===== config.mk =====
export PLATFORM = sky130hd
export DESIGN_NAME = vga_timing
export DESIGN_NICKNAME = d
export VERILOG_FILES = /design/src/rtl/vga_pkg.sv /design/src/rtl/vga_timing.sv
export SDC_FILE = /design/constraint.sdc
export NUM_CORES = 1
export LEC_CHECK = 0
export ABC_CLOCK_PERIOD_IN_PS = 2000
export CORE_ASPECT_RATIO = 0.8
export CORE_MARGIN = 2
export CORE_UTILIZATION = 25
export CTS_CLUSTER_SIZE = 24
export DETAILED_ROUTE_END_ITERATION = 6
export HOLD_SLACK_MARGIN = 0.05
export PLACE_DENSITY = 0.57
export REMOVE_ABC_BUFFERS = 1
export SLEW_MARGIN = 0
export SYNTH_ARGS = -nofsm -noshare
export SYNTH_HDL_FRONTEND = slang
export SYNTH_SLANG_ARGS = --single-unit

===== constraint.sdc =====
create_clock -name clk -period 2 [get_ports clk]
set_input_delay 0.4 -clock clk [delete_from_list [all_inputs] [get_ports clk]]
set_output_delay 0.4 -clock clk [all_outputs]
set_load 0.05 [all_outputs]

===== src/rtl/vga_pkg.sv =====
// Shared VGA timing constants: default 800x600 timing, counter widths and
// derived totals, used by the timing generator and by the renderer.
package vga_pkg;

    // Default 800x600 @ 72 Hz timing with a 50 MHz pixel clock
    localparam int DEF_H_VISIBLE = 800;
    localparam int DEF_H_FP      = 56;
    localparam int DEF_H_SYNC    = 120;
    localparam int DEF_H_BP      = 64;
    localparam int DEF_V_VISIBLE = 600;
    localparam int DEF_V_FP      = 37;
    localparam int DEF_V_SYNC    = 6;
    localparam int DEF_V_BP      = 23;
    localparam int DEF_SYNC_POL  = 1;

    // Coordinate and colour widths, and the largest periods they can count
    localparam int H_W         = 11;
    localparam int V_W         = 10;
    localparam int COLOR_W     = 4;
    localparam int H_MAX_TOTAL = 2048;
    localparam int V_MAX_TOTAL = 1024;

    // Length of one full period (line or frame) from its four segments
    function automatic int period_total(input int visible, input int fp,
                                        input int sync, input int bp);
        return visible + fp + sync + bp;
    endfunction

    localparam int H_TOTAL = period_total(DEF_H_VISIBLE, DEF_H_FP, DEF_H_SYNC, DEF_H_BP);
    localparam int V_TOTAL = period_total(DEF_V_VISIBLE, DEF_V_FP, DEF_V_SYNC, DEF_V_BP);

endpackage


===== src/rtl/vga_timing.sv =====
// VGA timing generator: free-running pixel/line counters, combinational
// visible-area and frame-start decode, and a single registered output stage
// for colour and sync pins so every pin lags the coordinates by one clock.
module vga_timing
    import vga_pkg::*;
#(
    parameter int H_VISIBLE = DEF_H_VISIBLE,
    parameter int H_FP      = DEF_H_FP,
    parameter int H_SYNC    = DEF_H_SYNC,
    parameter int H_BP      = DEF_H_BP,
    parameter int V_VISIBLE = DEF_V_VISIBLE,
    parameter int V_FP      = DEF_V_FP,
    parameter int V_SYNC    = DEF_V_SYNC,
    parameter int V_BP      = DEF_V_BP,
    parameter int SYNC_POL  = DEF_SYNC_POL
) (
    input  logic               clk,
    input  logic               rst_n,
    input  logic [COLOR_W-1:0] i_red,
    input  logic [COLOR_W-1:0] i_green,
    input  logic [COLOR_W-1:0] i_blue,
    output logic [H_W-1:0]     h_coord,
    output logic [V_W-1:0]     v_coord,
    output logic               disp_enbl,
    output logic               frame_start,
    output logic [COLOR_W-1:0] vga_r,
    output logic [COLOR_W-1:0] vga_g,
    output logic [COLOR_W-1:0] vga_b,
    output logic               vga_hs,
    output logic               vga_vs
);

    localparam int H_TOT = period_total(H_VISIBLE, H_FP, H_SYNC, H_BP);
    localparam int V_TOT = period_total(V_VISIBLE, V_FP, V_SYNC, V_BP);

    // Refuse timing that the coordinate counters cannot represent
    generate
        if (H_TOT > H_MAX_TOTAL) begin : g_h_total_too_big
            $error("vga_timing: horizontal total exceeds counter range");
        end
        if (V_TOT > V_MAX_TOTAL) begin : g_v_total_too_big
            $error("vga_timing: vertical total exceeds counter range");
        end
    endgenerate

    localparam logic [H_W-1:0] H_LAST     = H_W'(H_TOT - 1);
    localparam logic [V_W-1:0] V_LAST     = V_W'(V_TOT - 1);
    localparam logic [H_W-1:0] H_VIS_END  = H_W'(H_VISIBLE);
    localparam logic [V_W-1:0] V_VIS_END  = V_W'(V_VISIBLE);
    localparam logic [H_W-1:0] HS_FIRST   = H_W'(H_VISIBLE + H_FP);
    localparam logic [H_W-1:0] HS_LAST    = H_W'(H_VISIBLE + H_FP + H_SYNC - 1);
    localparam logic [V_W-1:0] VS_FIRST   = V_W'(V_VISIBLE + V_FP);
    localparam logic [V_W-1:0] VS_LAST    = V_W'(V_VISIBLE + V_FP + V_SYNC - 1);
    localparam logic           SYNC_LEVEL = (SYNC_POL != 0);

    logic [H_W-1:0] h_count_reg;
    logic [H_W-1:0] h_count_next;
    logic [V_W-1:0] v_count_reg;
    logic [V_W-1:0] v_count_next;
    logic           hsync_raw;
    logic           vsync_raw;

    // Next counter values: pixel counter every clock, line counter on line end
    always_comb begin
        h_count_next = h_count_reg + 1'b1;
        v_count_next = v_count_reg;
        if (h_count_reg == H_LAST) begin
            h_count_next = '0;
            if (v_count_reg == V_LAST) begin
                v_count_next = '0;
            end else begin
                v_count_next = v_count_reg + 1'b1;
            end
        end
    end

    // Counter registers; reset restarts the frame at the top-left pixel
    always_ff @(posedge clk or negedge rst_n) begin
        if (!rst_n) begin
            h_count_reg <= '0;
            v_count_reg <= '0;
        end else begin
            h_count_reg <= h_count_next;
            v_count_reg <= v_count_next;
        end
    end

    // Decode of the current coordinates: visible area, frame start, raw syncs
    always_comb begin
        disp_enbl   = (h_count_reg < H_VIS_END) && (v_count_reg < V_VIS_END);
        frame_start = (h_count_reg == '0) && (v_count_reg == '0);
        hsync_raw   = (h_count_reg >= HS_FIRST) && (h_count_reg <= HS_LAST);
        vsync_raw   = (v_count_reg >= VS_FIRST) && (v_count_reg <= VS_LAST);
    end

    assign h_coord = h_count_reg;
    assign v_coord = v_count_reg;

    // Output stage: colour blanked outside the visible area, syncs at chosen polarity
    always_ff @(posedge clk or negedge rst_n) begin
        if (!rst_n) begin
            vga_r  <= '0;
            vga_g  <= '0;
            vga_b  <= '0;
            vga_hs <= ~SYNC_LEVEL;
            vga_vs <= ~SYNC_LEVEL;
        end else begin
            vga_r  <= disp_enbl ? i_red   : '0;
            vga_g  <= disp_enbl ? i_green : '0;
            vga_b  <= disp_enbl ? i_blue  : '0;
            vga_hs <= hsync_raw ? SYNC_LEVEL : ~SYNC_LEVEL;
            vga_vs <= vsync_raw ? SYNC_LEVEL : ~SYNC_LEVEL;
        end
    end

endmodule


# ---- Yosys cells after proc, flatten, opt, wreduce, memory -nomap -nowiden
# Cells that the tools add are included.
dict set report totals {
  regBits 35
  in_bits 14
  output_inout_bits 37
  wordCells 30
}
dict set report op_classes {
  n_addsub 2
  magnitude_cmp 6
  n_eq_ne 2
  n_mux 7
  n_reduce_logical 6
}
# cell n
set ops {}
lappend ops {{$mux W4} 3}
lappend ops {{$add A11 B1 Y11 const B} 1}
lappend ops {{$eq A11 B11 Y1 const B} 1}
lappend ops {{$ge A11 B10 Y1 const B} 1}
lappend ops {{$le A11 B10 Y1 const B} 1}
lappend ops {{$logic_not A11 Y1} 1}
lappend ops {{$lt A11 B10 Y1 const B} 1}
lappend ops {{$mux W11} 1}
lappend ops {{$add A10 B1 Y10 const B} 1}
lappend ops {{$eq A10 B10 Y1 const B} 1}
lappend ops {{$ge A10 B10 Y1 const B} 1}
lappend ops {{$le A10 B10 Y1 const B} 1}
lappend ops {{$logic_not A10 Y1} 1}
lappend ops {{$lt A10 B10 Y1 const B} 1}
lappend ops {{$mux W10} 1}
lappend ops {{$logic_and A1 B1 Y1} 4}
lappend ops {{$mux W1} 2}

# ---- Logic depth before layout (Yosys ltp)
dict set report logic_depth {
  depth_word 3
  depth_mapped 7
  depth_no_buf 6
}

# ---- Least setup slack after synthesis
# Ideal clock, no wire load.
dict set report synth_timing {
  kind {reg2out}
  startpoint {register v_count_reg[7] (netlist: v_coord[7])}
  endpoint {output port disp_enbl}
  t_arrival_ps 1992
  required_ps 1600
  slack_ps -392
  path_stages_with_launch 6
  n_path_buf 2
  path_cell_list {dfrtp_1 -> bufbuf_16 -> nor2_1 -> o21ai_0 -> a211oi_1 -> clkbuf_1}
}
dict set report synth_between {
  elab_chain_len 2
}
# element line_no
set synth_lines {}
lappend synth_lines {{start: declaration} vga_timing.sv:58} ;# logic [V_W-1:0] v_count_reg;
lappend synth_lines {{start signal: assignment} vga_timing.sv:84} ;# v_count_reg <= v_count_next;
lappend synth_lines {{$lt A10 B10 Y1} vga_timing.sv:90} ;# disp_enbl = (h_count_reg < H_VIS_END) && (v_count_reg < V_VIS_END);
lappend synth_lines {{$logic_and A1 B1 Y1} vga_timing.sv:90}
lappend synth_lines {{end: declaration} vga_timing.sv:24} ;# output logic disp_enbl,
# Every way passes these cells.

# ---- Final worst setup path
dict set report layout_timing {
  startpoint {register v_count_reg[5] (netlist: v_coord[5])}
  endpoint {output port frame_start}
}
dict set report layout_between {
  elab_chain_len 2
}
# element line_no
set layout_lines {}
lappend layout_lines {{$logic_not A10 Y1} vga_timing.sv:91} ;# frame_start = (h_count_reg == '0) && (v_count_reg == '0);
lappend layout_lines {{$logic_and A1 B1 Y1} vga_timing.sv:91}
lappend layout_lines {{end: declaration} vga_timing.sv:25} ;# output logic frame_start,
# Every way passes these cells.

==> out/qor.yml <==
synth:
  synth_area_per_cell_sq_um: 10.6
  async_flop_share: 1.00
  synth_edf_count: 0
  yosys.area.top_type_share: 0.516
  synth_largest_area_cell: "dfrtp_1"
  synth_cell_type_count: 38
  synthCells: 160
  yosys_most_used_dff: "dfrtp_1"
  syn_area_sq_um: 1700
  synth_sequential_area_ratio: 0.516
  synth_warnings: 0
  ys_ff_latch: 35
  synth_area_leaders: "dfrtp_1, and2_1, ha_1"
placed_design:
  dp_hpwl_um: 2930
  pre_cts_slack_ns: 0.0187
  routabilityCongestion: 0.756
  dp.cells: 300
  portBuffers: 50
worst_setup_path:
  worst_setup_path_end_kind: "primary output"
  critPathRequiredTime_ns: 1.60
  critPathArrivalTime_ns: 1.75
  path_delay_family: "simple AND/OR/NAND/NOR gates"
  start_kind: "flop"
  cpPeakStageDelay_ns: 0.56
  worst-path-buf-inv: 1
  crit_path_cell_trace: "or4_4 > nor3_4 > and4_4 > buf_12"
  crit_path_max_fanout: 2
  worstSetupPathType: "reg -> out"
  crit_slowest_cell: "or4_4"
timing:
  setup_ws_ns: -0.152
  rsz0062_at_grt: "yes"
  post-route-min-period_ns: 2.15
  relSlewSlack: 0.641
  whs_ns: 0.142
  final.period_utilization: 1.08
  tightestPinTransition_ns: 0.537
  setup_violations: 1
  maxSlewViolCount: 0
  clock_skew_ns: 0.00475
  report.final.hold_viol_count: 0
  max_freq_mhz: 465
floorplan:
  die_h_um: 77.7
  fp.coreArea_sq_um: 6470
  start_util: 0.262
  die_w_um: 96.1
  num_rows: 26
  io_pins: 51
  dieArea_sq_um: 7470
route:
  viasPerCell: 4.48
  dr.first_iter.drc_count: 64
  vias: 1389
  antenna_left: 0
  remaining_drc_errors: 0
  drt-pass1-iter-count: 4
  wire_per_inst_um: 13.2
  finalWirelength_um: 4080
power_and_ir_drop:
  power.total_mw: 1.34
  power_leakage_nw: 1.09
  internal_power_mw: 1.01
  comb_power_share: 0.087
  ir_worst_vdd_uv: 286
  p_sw_mw: 0.326
  cellPowerDensity_nw_per_um2: 550
  p_seq_frac: 0.541
  switching_share: 0.244
  p_clk_frac: 0.372
finish:
  nNetsFinal: 245
  drive_above_1_share: 0.257
  area_delta_synth_final_pct: 43.0
  final-instance-count-excl-fill: 310
  final_common_cell: "buf_4"
  final_cell_mix: "buf_4, dfrtp_1, clkdlybuf4s50_1, and2_1, nand3_1"
  antenna_cells: 0
global_route:
  grt_pass1_vias: 1339
  grt_usage: 0.114
  grt_overflow: 0
  grt_max_degree: 36
  antenna_found_initial: 0
  grt_pass1_wl_um: 6460
clock_tree:
  cts_buffers: 5
  cts_sinks: 35
  htreeDepth: 2
  cts-root-buf: "clkbuf_8"
  cts_tree: "yes"
  holdBufCountCts: 0
  path_clk_slew_ns: 0.07
  insertion_delay_ns: 0.28
  cts_buffer_depth: 2
min_path:
  hold_class: "in -> async"
run:
  drv_cap: 0
run_status:
  violations: "negative setup slack"
  run_status: "finished with violations"
==> flip-flops by register name (all words and copies together), names as in the netlist <==
signal   count
vga_hs       1
vga_r        4
h_coord     11
v_coord     10
vga_b        4
vga_g        4
vga_vs       1
==> cell families after synthesis <==
group                      Yosys count  share of synthesized area
muxes                                2                     0.0118
xor gates and xnor gates            11                     0.0567
DFF                                 35                      0.516
adders and majority gates            6                     0.0442
and+or+nand+nor                     70                      0.236
buffers and inverters               17                     0.0693
AOI/OAI and AO/OA                   19                     0.0663
==> cell usage after synthesis, types with 4 or more instances <==
cell type,count
xnor2_1,6
a21oi_1,8
dfrtp_1,35
nor2_1,11
nand2_1,8
nand3_1,12
nand4_1,4
xor2_1,5
and2_1,13
o21ai_0,5
inv_1,10
ha_1,6
==> power groups by stage <==
stage,combinational (mW),clock [mW],sequential [mW]
final,0.116,0.498,0.723
after CTS,0.119,0.530,0.722
after global routing,0.124,0.570,0.723
after detailed placement,0.118,0,0.737
after floorplan,0.00773,0,0.782
after global placement,0.118,0,0.736
==> final cells by class <==
type	count	area [sq um]
tap	84	105
clock inverter	2	12.5
multi-input combinational	108	738
sequential	35	880
fill	672	4050
clock buffer	6	72.6
timing repair buffer	65	583
inverter	10	37.5
==> routing by layer <==
metal  track usage  part of all wire  up-vias
met5             0                 0        -
met4        0.0343            0.0047        0
met3        0.0408             0.076        2
met2         0.164              0.44       43
met1         0.158              0.48      667
li1              -                 -      677
==> stage by stage <==
| stage | TNS (ns) | util | area [sq um] |
|---|---|---|---|
| 2_1_floorplan | -11.45 | - | 1620 |
| 3_3_place_gp | 0 | 0.353 | 2290 |
| 3_5_place_dp | 0 | 0.353 | 2290 |
| 4_1_cts | -0.225 | 0.371 | 2400 |
| 5_1_grt | -0.227 | 0.375 | 2430 |
| 6_report | -0.152 | 0.375 | 2430 |
==> repair_timing <==
action	in CTS	in global routing
buffers inserted	1	1
pin swaps	4	1
endpoints found under the setup margin	2	2
gates resized for setup	6	7
gates cloned	0	0
==> path summary, 6_finish.rpt <==
kind,start,to,slack [ns],cells past startpoint
hold / removal,rst_n,h_coord[2]$_DFF_PN0_,0.14,2
min in group clk,h_coord[0]$_DFF_PN0_,h_coord[0]$_DFF_PN0_,0.53,1
setup / recovery,v_coord[5]$_DFFE_PN0N_,frame_start,-0.15,4
setup reg to reg,v_coord[5]$_DFFE_PN0N_,v_coord[9]$_DFFE_PN0N_,0.17,4
hold reg to reg,h_coord[0]$_DFF_PN0_,h_coord[0]$_DFF_PN0_,0.53,1
max in group asynchronous,rst_n,v_coord[4]$_DFFE_PN0N_,1.51,2
(Power assumes the default switching activity.)
